--- src/rtl/jtag_pkg.sv ---
// Shared types for the scan-display slice: TAP states, IR opcodes and
// the hex-to-7-segment decoder.
package jtag_pkg;

    typedef enum logic [3:0] {
        TAP_TLR,
        TAP_RTI,
        TAP_SEL_DR,
        TAP_CAP_DR,
        TAP_SHIFT_DR,
        TAP_EXIT1_DR,
        TAP_PAUSE_DR,
        TAP_EXIT2_DR,
        TAP_UPD_DR,
        TAP_SEL_IR,
        TAP_CAP_IR,
        TAP_SHIFT_IR,
        TAP_EXIT1_IR,
        TAP_PAUSE_IR,
        TAP_EXIT2_IR,
        TAP_UPD_IR
    } tap_state_t;

    localparam logic [1:0] IR_EXTEST = 2'b00;
    localparam logic [1:0] IR_SAMPLE = 2'b01;
    localparam logic [1:0] IR_IDCODE = 2'b10;
    localparam logic [1:0] IR_BYPASS = 2'b11;

    // Segment order is {g,f,e,d,c,b,a}, active-high.
    function automatic logic [6:0] seg7_decode(input logic [3:0] v);
        logic [6:0] seg;
        case (v)
            4'h0: seg = 7'h3F;
            4'h1: seg = 7'h06;
            4'h2: seg = 7'h5B;
            4'h3: seg = 7'h4F;
            4'h4: seg = 7'h66;
            4'h5: seg = 7'h6D;
            4'h6: seg = 7'h7D;
            4'h7: seg = 7'h07;
            4'h8: seg = 7'h7F;
            4'h9: seg = 7'h6F;
            4'hA: seg = 7'h77;
            4'hB: seg = 7'h7C;
            4'hC: seg = 7'h39;
            4'hD: seg = 7'h5E;
            4'hE: seg = 7'h79;
            default: seg = 7'h71;
        endcase
        return seg;
    endfunction

endpackage

--- src/rtl/jtag_tap_ctrl.sv ---
// JTAG pin synchronisers, TCK edge detection and the 16-state TAP FSM,
// all running on the system clock.
module jtag_tap_ctrl
    import jtag_pkg::*;
(
    input  logic       clk,
    input  logic       reset,
    input  logic       tck,
    input  logic       tms,
    input  logic       tdi,
    input  logic       trst_n,
    output logic       tck_rise,
    output logic       tck_fall,
    output logic       tdi_s,
    output logic       tap_reset,
    output tap_state_t state
);

    logic [1:0] tck_sync;
    logic [1:0] tms_sync;
    logic [1:0] tdi_sync;
    logic [1:0] trst_sync;
    logic       tck_prev;
    logic       tms_s;
    tap_state_t state_next;

    // Edge pulses and the TMS/TDI samples are registered together so they
    // stay aligned with each other three clocks after the pins move.
    always_ff @(posedge clk) begin
        if (reset) begin
            tck_sync  <= 2'b00;
            tms_sync  <= 2'b11;
            tdi_sync  <= 2'b00;
            trst_sync <= 2'b11;
            tck_prev  <= 1'b0;
            tck_rise  <= 1'b0;
            tck_fall  <= 1'b0;
            tms_s     <= 1'b1;
            tdi_s     <= 1'b0;
        end else begin
            tck_sync  <= {tck_sync[0], tck};
            tms_sync  <= {tms_sync[0], tms};
            tdi_sync  <= {tdi_sync[0], tdi};
            trst_sync <= {trst_sync[0], trst_n};
            tck_prev  <= tck_sync[1];
            tck_rise  <= tck_sync[1] & ~tck_prev;
            tck_fall  <= ~tck_sync[1] & tck_prev;
            tms_s     <= tms_sync[1];
            tdi_s     <= tdi_sync[1];
        end
    end

    assign tap_reset = ~trst_sync[1];

    always_ff @(posedge clk) begin
        if (reset || tap_reset) begin
            state <= TAP_TLR;
        end else begin
            state <= state_next;
        end
    end

    always_comb begin
        state_next = state;
        if (tck_rise) begin
            case (state)
                TAP_TLR:      state_next = tms_s ? TAP_TLR      : TAP_RTI;
                TAP_RTI:      state_next = tms_s ? TAP_SEL_DR   : TAP_RTI;
                TAP_SEL_DR:   state_next = tms_s ? TAP_SEL_IR   : TAP_CAP_DR;
                TAP_CAP_DR:   state_next = tms_s ? TAP_EXIT1_DR : TAP_SHIFT_DR;
                TAP_SHIFT_DR: state_next = tms_s ? TAP_EXIT1_DR : TAP_SHIFT_DR;
                TAP_EXIT1_DR: state_next = tms_s ? TAP_UPD_DR   : TAP_PAUSE_DR;
                TAP_PAUSE_DR: state_next = tms_s ? TAP_EXIT2_DR : TAP_PAUSE_DR;
                TAP_EXIT2_DR: state_next = tms_s ? TAP_UPD_DR   : TAP_SHIFT_DR;
                TAP_UPD_DR:   state_next = tms_s ? TAP_SEL_DR   : TAP_RTI;
                TAP_SEL_IR:   state_next = tms_s ? TAP_TLR      : TAP_CAP_IR;
                TAP_CAP_IR:   state_next = tms_s ? TAP_EXIT1_IR : TAP_SHIFT_IR;
                TAP_SHIFT_IR: state_next = tms_s ? TAP_EXIT1_IR : TAP_SHIFT_IR;
                TAP_EXIT1_IR: state_next = tms_s ? TAP_UPD_IR   : TAP_PAUSE_IR;
                TAP_PAUSE_IR: state_next = tms_s ? TAP_EXIT2_IR : TAP_PAUSE_IR;
                TAP_EXIT2_IR: state_next = tms_s ? TAP_UPD_IR   : TAP_SHIFT_IR;
                TAP_UPD_IR:   state_next = tms_s ? TAP_SEL_DR   : TAP_RTI;
                default:      state_next = TAP_TLR;
            endcase
        end
    end

endmodule

--- src/rtl/jtag_scan_display.sv ---
// Multi-digit 7-segment display with a boundary register, IDCODE and
// bypass behind an on-chip TAP controller.
module jtag_scan_display
    import jtag_pkg::*;
#(
    parameter int          DIGITS = 2,
    parameter logic [31:0] IDCODE = 32'h1234_5001
) (
    input  logic                  clk,
    input  logic                  reset,
    input  logic                  TCK,
    input  logic                  TMS,
    input  logic                  TDI,
    input  logic                  TRST,
    input  logic                  load,
    input  logic [4*DIGITS-1:0]   d_in,
    output logic [7*DIGITS-1:0]   y,
    output logic                  TDO,
    output logic                  tdo_oe
);

    localparam int BSR_LEN = 11 * DIGITS;

    logic                  tck_rise;
    logic                  tck_fall;
    logic                  tdi_s;
    logic                  tap_reset;
    tap_state_t            state;

    logic [4*DIGITS-1:0]   hold;
    logic [1:0]            ir_shift;
    logic [1:0]            ir_active;
    logic [BSR_LEN-1:0]    bsr;
    logic [BSR_LEN-1:0]    bsr_upd;
    logic [BSR_LEN-1:0]    bsr_cap;
    logic [31:0]           id_sr;
    logic                  bypass_sr;
    logic [7*DIGITS-1:0]   dec_y;
    logic [7*DIGITS-1:0]   latch_y;
    logic                  dr_lsb;
    logic                  bsr_selected;

    jtag_tap_ctrl u_tap (
        .clk       (clk),
        .reset     (reset),
        .tck       (TCK),
        .tms       (TMS),
        .tdi       (TDI),
        .trst_n    (TRST),
        .tck_rise  (tck_rise),
        .tck_fall  (tck_fall),
        .tdi_s     (tdi_s),
        .tap_reset (tap_reset),
        .state     (state)
    );

    always_ff @(posedge clk) begin
        if (reset) begin
            hold <= '0;
        end else if (load) begin
            hold <= d_in;
        end
    end

    // Per digit: 4 input cells (hold nibble) below 7 output cells (segments).
    always_comb begin
        dec_y   = '0;
        latch_y = '0;
        bsr_cap = '0;
        for (int k = 0; k < DIGITS; k++) begin
            dec_y[7*k +: 7]      = seg7_decode(hold[4*k +: 4]);
            bsr_cap[11*k +: 4]   = hold[4*k +: 4];
            bsr_cap[11*k+4 +: 7] = seg7_decode(hold[4*k +: 4]);
            latch_y[7*k +: 7]    = bsr_upd[11*k+4 +: 7];
        end
    end

    assign bsr_selected = (ir_active == IR_EXTEST) || (ir_active == IR_SAMPLE);

    always_ff @(posedge clk) begin
        if (reset) begin
            ir_shift  <= '0;
            ir_active <= IR_IDCODE;
            bsr       <= '0;
            bsr_upd   <= '0;
            id_sr     <= '0;
            bypass_sr <= 1'b0;
        end else if (tap_reset || state == TAP_TLR) begin
            // Any partial scan is dropped; the update latch keeps its value
            // but no longer drives y once IR leaves EXTEST.
            ir_shift  <= '0;
            ir_active <= IR_IDCODE;
            bsr       <= '0;
            id_sr     <= '0;
            bypass_sr <= 1'b0;
        end else if (tck_rise) begin
            case (state)
                TAP_CAP_IR:   ir_shift  <= 2'b01;
                TAP_SHIFT_IR: ir_shift  <= {tdi_s, ir_shift[1]};
                TAP_UPD_IR:   ir_active <= ir_shift;
                TAP_CAP_DR: begin
                    if (bsr_selected)                 bsr       <= bsr_cap;
                    else if (ir_active == IR_IDCODE)  id_sr     <= IDCODE;
                    else                              bypass_sr <= 1'b0;
                end
                TAP_SHIFT_DR: begin
                    if (bsr_selected)                 bsr       <= {tdi_s, bsr[BSR_LEN-1:1]};
                    else if (ir_active == IR_IDCODE)  id_sr     <= {tdi_s, id_sr[31:1]};
                    else                              bypass_sr <= tdi_s;
                end
                TAP_UPD_DR: begin
                    if (bsr_selected) bsr_upd <= bsr;
                end
                default: ;
            endcase
        end
    end

    always_comb begin
        if (bsr_selected)                dr_lsb = bsr[0];
        else if (ir_active == IR_IDCODE) dr_lsb = id_sr[0];
        else                             dr_lsb = bypass_sr;
    end

    always_ff @(posedge clk) begin
        if (reset || tap_reset) begin
            TDO    <= 1'b0;
            tdo_oe <= 1'b0;
        end else if (tck_fall) begin
            tdo_oe <= (state == TAP_SHIFT_DR) || (state == TAP_SHIFT_IR);
            if (state == TAP_SHIFT_IR)      TDO <= ir_shift[0];
            else if (state == TAP_SHIFT_DR) TDO <= dr_lsb;
            else                            TDO <= 1'b0;
        end
    end

    assign y = (ir_active == IR_EXTEST) ? latch_y : dec_y;

endmodule

--- config.mk ---
export PLATFORM = sky130hd
export DESIGN_NAME = jtag_scan_display
export DESIGN_NICKNAME = d
export VERILOG_FILES = /design/src/rtl/jtag_pkg.sv /design/src/rtl/jtag_tap_ctrl.sv /design/src/rtl/jtag_scan_display.sv
export SDC_FILE = /design/constraint.sdc
export NUM_CORES = 1
export LEC_CHECK = 0
export BUFFER_PORTS_ARGS = -buffer_cell sky130_fd_sc_hd__buf_2
export CORE_MARGIN = 1
export CORE_UTILIZATION = 35
export CTS_BUF_LIST = sky130_fd_sc_hd__clkbuf_8
export DETAILED_ROUTE_END_ITERATION = 8
export GPL_TIMING_DRIVEN = 0
export PLACE_DENSITY = 0.55
export SLEW_MARGIN = 10
export SYNTH_ARGS = -nofsm -noshare
export SYNTH_HDL_FRONTEND = slang
export SYNTH_SLANG_ARGS = --single-unit
export TNS_END_PERCENT = 30
--- constraint.sdc ---
create_clock -name clk -period 1.7 [get_ports clk]
set_input_delay 0.085 -clock clk [delete_from_list [all_inputs] [get_ports clk]]
set_output_delay 0.085 -clock clk [all_outputs]
set_load 0.005 [all_outputs]
==> results.tsv <==
metric	value	unit
status	finished, violations left	
violations	negative setup slack	
dp_hpwl	8250	microns
fin_crit_sh	109	%
synth_edf_count	0	
rsz0062_at_grt	yes	
path_cells	or3b_4 > a2111oi_4 > buf_6 > clkbuf_16 > mux2i_1 > nor2_1	
yosys-top-cells-area	dfxtp_1 44%, mux2i_1 9.9%, nor2_1 5.9%	
fin_crit	1850	ps
wl	12200	microns
ys_seq_elements	114	
overflow	0	
p_per_area	875	nW/um^2
yosys.area.top_type	dfxtp_1	
ys_types	50	
n_antenna_cell	0	
hp-class	in -> reg	
drc	0	
grt_max_degree	17	
peakVddDrop	0.000524	V
synth_flop_cell	dfxtp_1	
cts_inserted_buffers	17	
cts_tree	yes	
cap_violations	0	
ys_seq_area_share	44.1	%
endpoint_kind	register	
clock_latency	440	ps
avgSynthCellArea	9.29	sq um
critPathKind	reg -> reg	
syn_to_final_growth	27.5	%
die_h	124	microns
drt_first_iter_violations	228	
rows	44	
vias_per_cell	4.97	
crit_fanout	6	
slowest_delay	430	ps
wl_per_cell	14.7	microns
slew_headroom	60.1	%
worst_pin_slew	599	ps
port_buffers	29	
globalplace.congestion	0.862	
layout.nets	664	
clkSinkCount	114	
finalNonFillerCells	830	
max_freq	541	MHz
syn_nets	586	
htreeDepth	4	
finalHoldViolCount	0	
slew_violations	0	
start_util	35.7	%
die_area	15300	sq um
yosys_warnings	0	
synth.most_common_cell	dfxtp_1	
drtAntennaViolNets	0	
synth_top_area_share	44.1	%
cp_slowest_cell	or3b_4	
syn-cell-area	5170	sq um
fin_skew	11.2	ps
clkSlewWorstSetupHoldPaths	70	ps
ioPinCount	31	
cp_data_required_time	2020	ps
p_leak	2.63	nW
synthArstFlopShare	0	%
firstDrtPassIters	6	
synthCells	557	
grt_first_pass_wirelength	20000	microns
placedCellCount	770	
ys_top_cells_by_count	114 x dfxtp_1, 81 x nor2_1, 55 x nand2_1, 51 x mux2i_1, 27 x clkbuf_1	
drive_gt1_share	28.0	%
worstSetupStartpointType	register	
grt_pass1_vias	3967	
setup_ws	-148	ps
antenna_found_initial	0	
die_w	124	microns
vias	4124	
crit_arrival	2160	ps
cp_num_buf_inv	2	
path_delay_family	simple AND/OR/NAND/NOR gates	
core_area	14500	sq um
cts-root-buf	clkbuf_8	
hold-worst-slack	87.5	ps
setup_viol	45	
track_usage	17.4	%
clk_path_buf_depth	2	
==> worst paths after layout <==
kind | slack, ps | to | startpoint | cells past startpoint
max | -150 | id_sr[15] | u_tap.state[1] | 6
min | 90 | hold[7] | reset | 2
max reg2reg | -150 | id_sr[15] | u_tap.state[1] | 6
min reg2reg | 410 | u_tap.tms_sync[1] | u_tap.tms_sync[0] | 1
==> cell families after synthesis <==
logic type               share of synthesized area, %
adder cells (fa/ha/maj)                          3.39
XOR/XNOR                                        0.508
multiplexers                                     14.0
buffers and inverters                            5.01
flip-flops                                       44.1
AO/OA/AOI/OAI                                    13.8
AND/OR/NAND/NOR                                  19.2
==> registers in the layout, indices dropped and copies added, names as in the netlist, 2 cells and up <==
register	cells
bsr	22
bsr_cap	7
bsr_upd	14
dec_y	7
hold	8
id_sr	32
ir_active	2
ir_shift	2
u_tap.state	4
u_tap.tck_sync	2
u_tap.tdi_sync	2
u_tap.tms_sync	2
u_tap.trst_sync	2
==> metal layers <==
| metal | wire, microns | GRT usage [%] | vias up | part of all wire, % |
|---|---|---|---|---|
| met3 | 389 | 4.66 | 30 | 3.2 |
| met5 | 0 | 0 | - | 0 |
| met1 | 5890 | 22.0 | 1954 | 48 |
| li1 | - | - | 2064 | - |
| met4 | 337 | 8.89 | 0 | 2.8 |
| met2 | 5610 | 27.2 | 76 | 46 |
==> power by group <==
group | total (mW) | switching, mW | internal, mW
combinational | 0.402 | 0.191 | 0.210
sequential | 2.77 | 0.0418 | 2.72
clock | 2.60 | 1.06 | 1.55
total | 5.77 | 1.29 | 4.48
==> layout make-up <==
class	count	area, sq um
repair buffers	60	526
well taps	184	230
clock buffers	24	330
clock inverters	6	77.6
flip-flops and latches	114	2300
multi-input cells	384	2760
plain buffers	36	285
inverters	22	82.6
fillers	1392	7880
==> what timing repair did <==
action | 4_1_cts | 5_1_grt
pin swaps | 34 | 1
cloned | 2 | 1
gates resized for setup | 84 | 27
endpoints found under the hold margin | 6 | 0
endpoints found under the setup margin | 91 | 91
hold buffers | 6 | 0
setup buffers | 14 | 8
==> metrics by stage <==
| step | total power [mW] | util, % | worst slack [ps] | cell area, sq um | setup TNS (ps) |
|---|---|---|---|---|---|
| floorplan | 3.04 | - | -69.9 | 5190 | -1580 |
| global placement | 3.16 | 38.4 | -675 | 5560 | -38240 |
| detailed placement | 3.16 | 38.4 | -750 | 5560 | -42440 |
| CTS | 5.82 | 44.4 | -183 | 6430 | -4810 |
| global route | 6.02 | 45.5 | -256 | 6600 | -9820 |
| finish | 5.77 | 45.5 | -148 | 6600 | -4280 |
==> cell usage in the layout (no fill, tap or decap), types with 16 or more instances in the layout <==
cell type,instances
dfxtp_1,106
nor2_1,78
nand2_1,55
mux2i_1,50
clkbuf_8,27
buf_2,25
and2_1,24
inv_1,23
a311oi_1,21
buf_6,19
buf_4,16
(Power assumes the default switching activity.)
